--- config.mk ---
export PLATFORM = sky130hd
export DESIGN_NAME = operand_master
export DESIGN_NICKNAME = d
export VERILOG_FILES = /design/src/rtl/operand_master.sv
export SDC_FILE = /design/constraint.sdc
export NUM_CORES = 1
export LEC_CHECK = 0
export BUFFER_PORTS_ARGS = -buffer_cell sky130_fd_sc_hd__buf_4
export CAP_MARGIN = 20
export CORE_UTILIZATION = 44
export DETAILED_ROUTE_END_ITERATION = 8
export HOLD_SLACK_MARGIN = 0.1
export PLACE_DENSITY = 0.78
export SLEW_MARGIN = 0
export SYNTH_ARGS = -nofsm -noshare
export SYNTH_HDL_FRONTEND = slang
export SYNTH_SLANG_ARGS = --single-unit
--- constraint.sdc ---
create_clock -name clk -period 1.82 [get_ports clk]
set_input_delay 0.364 -clock clk [delete_from_list [all_inputs] [get_ports clk]]
set_output_delay 0.364 -clock clk [all_outputs]
set_load 0.05 [all_outputs]
--- src/rtl/operand_master.sv ---
`default_nettype none
//------------------------------------------------------------------------------
// Module     : operand_master
// Description: Avalon-MM master that writes two operands, then reads a result
//              word a programmable number of times with fixed read latency.
// Revision   : 1.0 - initial release
//------------------------------------------------------------------------------
module operand_master #(
   parameter int         WIDTH        = 32,
   parameter int         READ_LATENCY = 1,
   parameter logic [3:0] A_ADDR       = 4'h0,
   parameter logic [3:0] B_ADDR       = 4'h4,
   parameter logic [3:0] O_ADDR       = 4'h8
) (
   input  logic             clk,
   input  logic             reset,
   input  logic             start,
   input  logic [WIDTH-1:0] op_a,
   input  logic [WIDTH-1:0] op_b,
   input  logic [7:0]       read_count,
   output logic             busy,
   output logic             done,
   output logic [WIDTH-1:0] result,
   output logic             result_valid,
   output logic [3:0]       master_address,
   output logic             master_read,
   output logic             master_write,
   output logic [WIDTH-1:0] master_writedata,
   input  logic [WIDTH-1:0] master_readdata,
   input  logic             master_waitrequest
);

   typedef enum logic [2:0] {
      IDLE    = 3'd0,
      WR_A    = 3'd1,
      WR_B    = 3'd2,
      RD      = 3'd3,
      RD_WAIT = 3'd4
   } state_t;

   localparam logic [2:0] LAT_LAST = 3'(READ_LATENCY - 1);

   state_t           state_q;
   logic [WIDTH-1:0] b_q;
   logic [7:0]       cnt_q;
   logic [2:0]       lat_q;
   logic             busy_q;
   logic             done_q;
   logic [WIDTH-1:0] result_q;
   logic             rv_q;
   logic [3:0]       addr_q;
   logic             read_q;
   logic             write_q;
   logic [WIDTH-1:0] wdata_q;

   // The write-data register doubles as the latch for operand A.
   always_ff @(posedge clk) begin
      if (reset) begin
         state_q  <= IDLE;
         b_q      <= '0;
         cnt_q    <= '0;
         lat_q    <= '0;
         busy_q   <= 1'b0;
         done_q   <= 1'b0;
         result_q <= '0;
         rv_q     <= 1'b0;
         addr_q   <= '0;
         read_q   <= 1'b0;
         write_q  <= 1'b0;
         wdata_q  <= '0;
      end else begin
         done_q <= 1'b0;
         rv_q   <= 1'b0;
         case (state_q)
            IDLE: begin
               if (start) begin
                  b_q     <= op_b;
                  cnt_q   <= read_count;
                  busy_q  <= 1'b1;
                  write_q <= 1'b1;
                  addr_q  <= A_ADDR;
                  wdata_q <= op_a;
                  state_q <= WR_A;
               end
            end
            WR_A: begin
               if (!master_waitrequest) begin
                  addr_q  <= B_ADDR;
                  wdata_q <= b_q;
                  state_q <= WR_B;
               end
            end
            WR_B: begin
               if (!master_waitrequest) begin
                  write_q <= 1'b0;
                  wdata_q <= '0;
                  if (cnt_q != 8'd0) begin
                     read_q  <= 1'b1;
                     addr_q  <= O_ADDR;
                     state_q <= RD;
                  end else begin
                     addr_q  <= '0;
                     busy_q  <= 1'b0;
                     done_q  <= 1'b1;
                     state_q <= IDLE;
                  end
               end
            end
            RD: begin
               if (!master_waitrequest) begin
                  read_q  <= 1'b0;
                  addr_q  <= '0;
                  cnt_q   <= cnt_q - 8'd1;
                  lat_q   <= '0;
                  state_q <= RD_WAIT;
               end
            end
            RD_WAIT: begin
               if (lat_q == LAT_LAST) begin
                  result_q <= master_readdata;
                  rv_q     <= 1'b1;
                  if (cnt_q != 8'd0) begin
                     read_q  <= 1'b1;
                     addr_q  <= O_ADDR;
                     state_q <= RD;
                  end else begin
                     busy_q  <= 1'b0;
                     done_q  <= 1'b1;
                     state_q <= IDLE;
                  end
               end else begin
                  lat_q <= lat_q + 3'd1;
               end
            end
            default: state_q <= IDLE;
         endcase
      end
   end

   assign busy             = busy_q;
   assign done             = done_q;
   assign result           = result_q;
   assign result_valid     = rv_q;
   assign master_address   = addr_q;
   assign master_read      = read_q;
   assign master_write     = write_q;
   assign master_writedata = wdata_q;

endmodule
`default_nettype wire
### Word level (Yosys, flattened, before mapping)

Cells that the tools add are included.

| storage, ports and cells | value |
|---|---|
| register bits | 119 |
| input bits | 108 |
| output and inout bits | 73 |
| word-level logic and storage cells | 88 |

| cells by class | value |
|---|---|
| add/subtract/negate cells | 2 |
| eq/ne operators | 11 |
| mux-type cells | 41 |
| bitwise operators | 1 |
| reductions and logical operators | 21 |

Operators with widths:

| kind | count |
|---|---|
| 32-bit 2-to-1 mux | 3 |
| 32-bit one-hot mux with 3 select lines | 1 |
| 4-bit 2-to-1 mux | 7 |
| 3-bit 2-to-1 mux | 7 |
| 4-bit one-hot mux with 5 select lines | 1 |
| 8-bit 2-to-1 mux | 2 |
| 8-bit one-hot mux with 2 select lines | 1 |
| 3-bit one-hot mux with 5 select lines | 1 |
| 2-bit inequality test (second input constant) | 7 |
| 1-bit 2-to-1 mux | 12 |
| 4-bit AND reduction | 3 |
| 3-bit AND reduction | 3 |
| 3-bit nonzero test | 3 |
| 8-bit nonzero test | 1 |
| 8-bit by 1-bit subtractor with 8-bit output (second input constant) | 1 |
| 7-bit AND reduction | 1 |
| 3-bit by 2-bit == test with 1-bit output (second input constant) | 2 |
| 3-bit logical NOT | 2 |
| 1-bit one-hot mux with 3 select lines | 2 |
| 3-bit one-hot mux with 2 select lines | 1 |
| 2-bit nonzero test | 3 |
| 5-bit AND reduction | 1 |
| 5-bit nonzero test | 1 |
| 1-bit one-hot mux with 2 select lines | 2 |
| 7 further kinds | 8 |

### Longest topological paths before layout

| logic depth | value |
|---|---|
| depth after elaboration | 4 |
| depth in mapped cells | 8 |
| mapped depth without buffers | 6 |

### Worst setup path after synthesis

OpenSTA, ideal clock, no wires.

| timing path | value |
|---|---|
| kind | register to register |
| start point | register cnt_q[0] |
| end point | register busy_q (netlist: busy) |
| library setup time | 0.130 ns |
| arrival | 1.866 ns |
| data required time | 1.690 ns |
| path slack | -0.176 ns |
| stages on the path, launching flop included | 7 |
| path buffers | 0 |
| clock period less this slack | 1.996 ns |
| cell sequence | dfxtp_1 > inv_1 > ha_1 > or4b_4 > or4_4 > a211o_1 > nor3b_1 |

| between the ends | value |
|---|---|
| longest elaborated chain between the ends | 4 |
| elaborated cells between the ends (all ways) | 5 |
| those cells by class | 4 x mux; 1 x reduce/logical |

RTL lines:

| element | RTL line | RTL |
|---|---|---|
| start, declared | 45 | `logic [7:0] cnt_q;` |
| start signal, assigned | 78 | `cnt_q <= read_count;` |
| start signal, assigned | 113 | `cnt_q <= cnt_q - 8'd1;` |
| 8-bit nonzero test * | 97, 122 |  |
| 1-bit 2-to-1 mux * | - |  |
| 1-bit 2-to-1 mux (on tied branches) | - |  |
| 1-bit one-hot mux with 3 select lines * | - |  |
| end signal, assigned | 79 | `busy_q <= 1'b1;` |
| end signal, assigned | 103 | `busy_q <= 1'b0;` |
| end signal, assigned | 127 | `busy_q <= 1'b0;` |
| end, declared | 47 | `logic busy_q;` |

Every way passes the cells marked *; elsewhere a longest branch is shown, timed or not. The select of a mux whose other input is x is not followed.
A chain may end at the register's enable or synchronous reset.

### Final worst setup path

| timing path | value |
|---|---|
| start point | register cnt_q[1] |
| end point | register busy_q (netlist: busy) |

Same word-level chain as after synthesis.

==> impl_metrics.tcl <==
set metrics [dict create \
    nFillCells 778 \
    vdd.ir_drop.worst_uv 673 \
    worst_hold_slack_ps 120 \
    p_sw_frac 0.299 \
    seq_power_share 0.361 \
    fin_nets 900 \
    numCtsBuffers 17 \
    cts.clk_slew.worst_paths_ps 60 \
    grt_pass1_wl_mm 23.1 \
    yosysTopAreaCell "dfxtp_1" \
    ys_top_cells_by_area "dfxtp_1 50%, nand2_1 11%, a21oi_1 8.2%" \
    grt_pass1_vias 4884 \
    routed-via-count 4918 \
    comb_power_share 0.242 \
    clock.fmax_ghz 0.506 \
    fin_util 0.706 \
    synth_mux_area_frac 0.00458 \
    multi_input_comb_area_um2 2140 \
    synth_edf_count 0 \
    finClkSkew_ps 8.13 \
    p_sw_mw 2.42 \
    synth_seq_cells 117 \
    power_mw 8.10 \
    max_cap_viol_count 0 \
    grt.total_usage 0.263 \
    critPathMaxFanout 3 \
    drc 0 \
    coreArea_um2 10300 \
    post-route-period-util 1.09 \
    internal-power_mw 5.68 \
    drtIter0Drc 313 \
    worst_pin_slew_ps 566 \
    cts_tree "yes" \
    synth_xor_area_frac 0.00377 \
    synth_top_family_by_area "simple AND/OR/NAND/NOR gates" \
    status "finished, violations left" \
    clockPowerShare 0.397 \
    rsz0062_at_grt "yes" \
    final_common_cell "buf_4" \
    start_util 0.452 \
    clock_tree.htree_level_count 4 \
    synth-simple-area-share 0.240 \
    drt_wl_total_mm 14.0 \
    min_period_ps 1980 \
    syn_inst 573 \
    worstPathArrival_ps 2350 \
    vias_per_cell 5.24 \
    seq_area_um2 2350 \
    final_cell_area_um2 7260 \
    synth-main-ff-cell "dfxtp_1" \
    grt_max_degree 40 \
    drtAntennaViolNets 0 \
    powerDensity_nw_per_um2 1120 \
    fin_ws_ps -157 \
    cp-end-kind "flop" \
    place_inst 865 \
    drive_gt1_frac 0.315 \
    die_x_um 105 \
    dieArea_um2 11000 \
    yosys_warnings 0 \
    hold_class "in2reg" \
    clock_sinks 117 \
    final_cells 938 \
    yosysSeqAreaShare 0.504 \
    area_delta_synth_final_pct 56.2 \
    cts_buffer_depth 2 \
    syn_area_per_cell_um2 8.11 \
    gp_congestion 0.810 \
    post-place-ws_ps -148 \
    antenna_found_initial 0 \
    ioPinCount 181 \
    antennaDiodeCount 0 \
    violations "negative setup slack" \
    slew_headroom 0.621 \
    setup_violations 6 \
    final_cell_mix "199 x buf_4, 135 x nand2_1, 113 x dfxtp_1" \
    synthAdderAreaFrac 0.00808 \
    startpoint_type "flop" \
    port_buffers 178 \
    crit_type "reg2reg" \
    gr-total-overflow 0 \
    die_y_um 105 \
    critical_path_required_ps 2190 \
    power_leakage_nw 3.07 \
    syn-cell-area_um2 4650 \
    finalMaxSlewViolations 0 \
    ys_types 48 \
    synth.top_cell.area_share 0.504 \
    clkLatencyLatePin_ps 500 \
    hpwlAfterDp_mm 8.78 \
    setup_tns_ps -379 \
    rows 37 \
    wl_per_cell_um 15.0 \
    drtPass1Iterations 5 \
    placed_area_um2 6260 \
    root_buffer "clkbuf_8" \
    synth_compound_area_frac 0.190 \
    hold_violations 0 \
    synthArstFlopShare 0 \
]
[power by group through the flow]
stage | Sequential (mW) | Clock, mW | Combinational (mW)
2_1_floorplan | 3.42 | 0 | 0.706
3_3_place_gp | 2.96 | 0 | 1.82
3_5_place_dp | 2.98 | 0 | 1.85
4_1_cts | 2.92 | 3.27 | 1.94
5_1_grt | 2.95 | 3.41 | 2.10
6_report | 2.93 | 3.22 | 1.96
[final timing paths]
path,to,from,slack (ps),cells after the start
worst max-delay path,busy,cnt_q[1],-160,6
worst min register to register,result[29],result[29],450,2
worst max register to register,busy,cnt_q[1],-160,6
worst min-delay path,b_q[20],op_b[20],120,3
[Yosys cell counts (3+ instances only)]
cell type  count
o22ai_1        3
nand2b_1       5
nor3b_1        3
ha_1           3
clkbuf_1      40
dfxtp_1      117
inv_1          8
a21oi_1       76
nor4_1         3
nor2b_1        3
a221oi_1      32
nor2_1        48
buf_2          6
nand2_1      135
and2_1         5
nor3_1        36
o21ai_0       14
[cells by family (layout without fill, tap and decap cells)]
| logic type | Yosys count | count (layout) |
|---|---|---|
| xor+xnor | 2 | 2 |
| buf+inv | 56 | 284 |
| simple gates | 251 | 251 |
| fa+ha+maj | 3 | 3 |
| mux | 2 | 2 |
| other cells | 1 | 2 |
| flops | 117 | 117 |
| compound gates | 141 | 141 |
[per-layer routing]
| layer | part of all wire | vias to the layer above | GRT usage |
|---|---|---|---|
| met5 | 0 | - | 0 |
| met4 | 0.016 | 0 | 0.0976 |
| met3 | 0.078 | 24 | 0.0817 |
| met2 | 0.49 | 205 | 0.450 |
| met1 | 0.41 | 2273 | 0.308 |
| li1 | - | 2416 | - |
[flip-flops by register name, indices dropped and copies added (netlist names)]
register and count:
b_q 32, master_writedata 32, result 32, cnt_q 8
lat_q 3, state_q 3, master_address 2, busy 1
done 1, master_read 1, master_write 1, result_valid 1
[worst max-delay path: stages, from the launching register on]
cell	delay (ps)
dfxtp_2	320
inv_2	70
ha_4	130
or4b_4	470
or4_4	450
a211o_1	260
nor3b_1	140
[layout make-up]
type / count / share of cell area
sequential: 117 / 0.323
clock buffer: 22 / 0.0610
inverter: 8 / 0.00414
multi-input combinational: 401 / 0.294
clock inverter: 10 / 0.0179
timing repair buffer: 244 / 0.276
tap: 136 / 0.0234
[timing repair]
item	CTS	global route
gates resized for setup	1	6
hold buffers	39	0
buffers inserted	1	1
pin swaps	1	2
endpoints found under the hold margin	39	0
endpoints found under the setup margin	5	35
(Power assumes the default switching activity.)
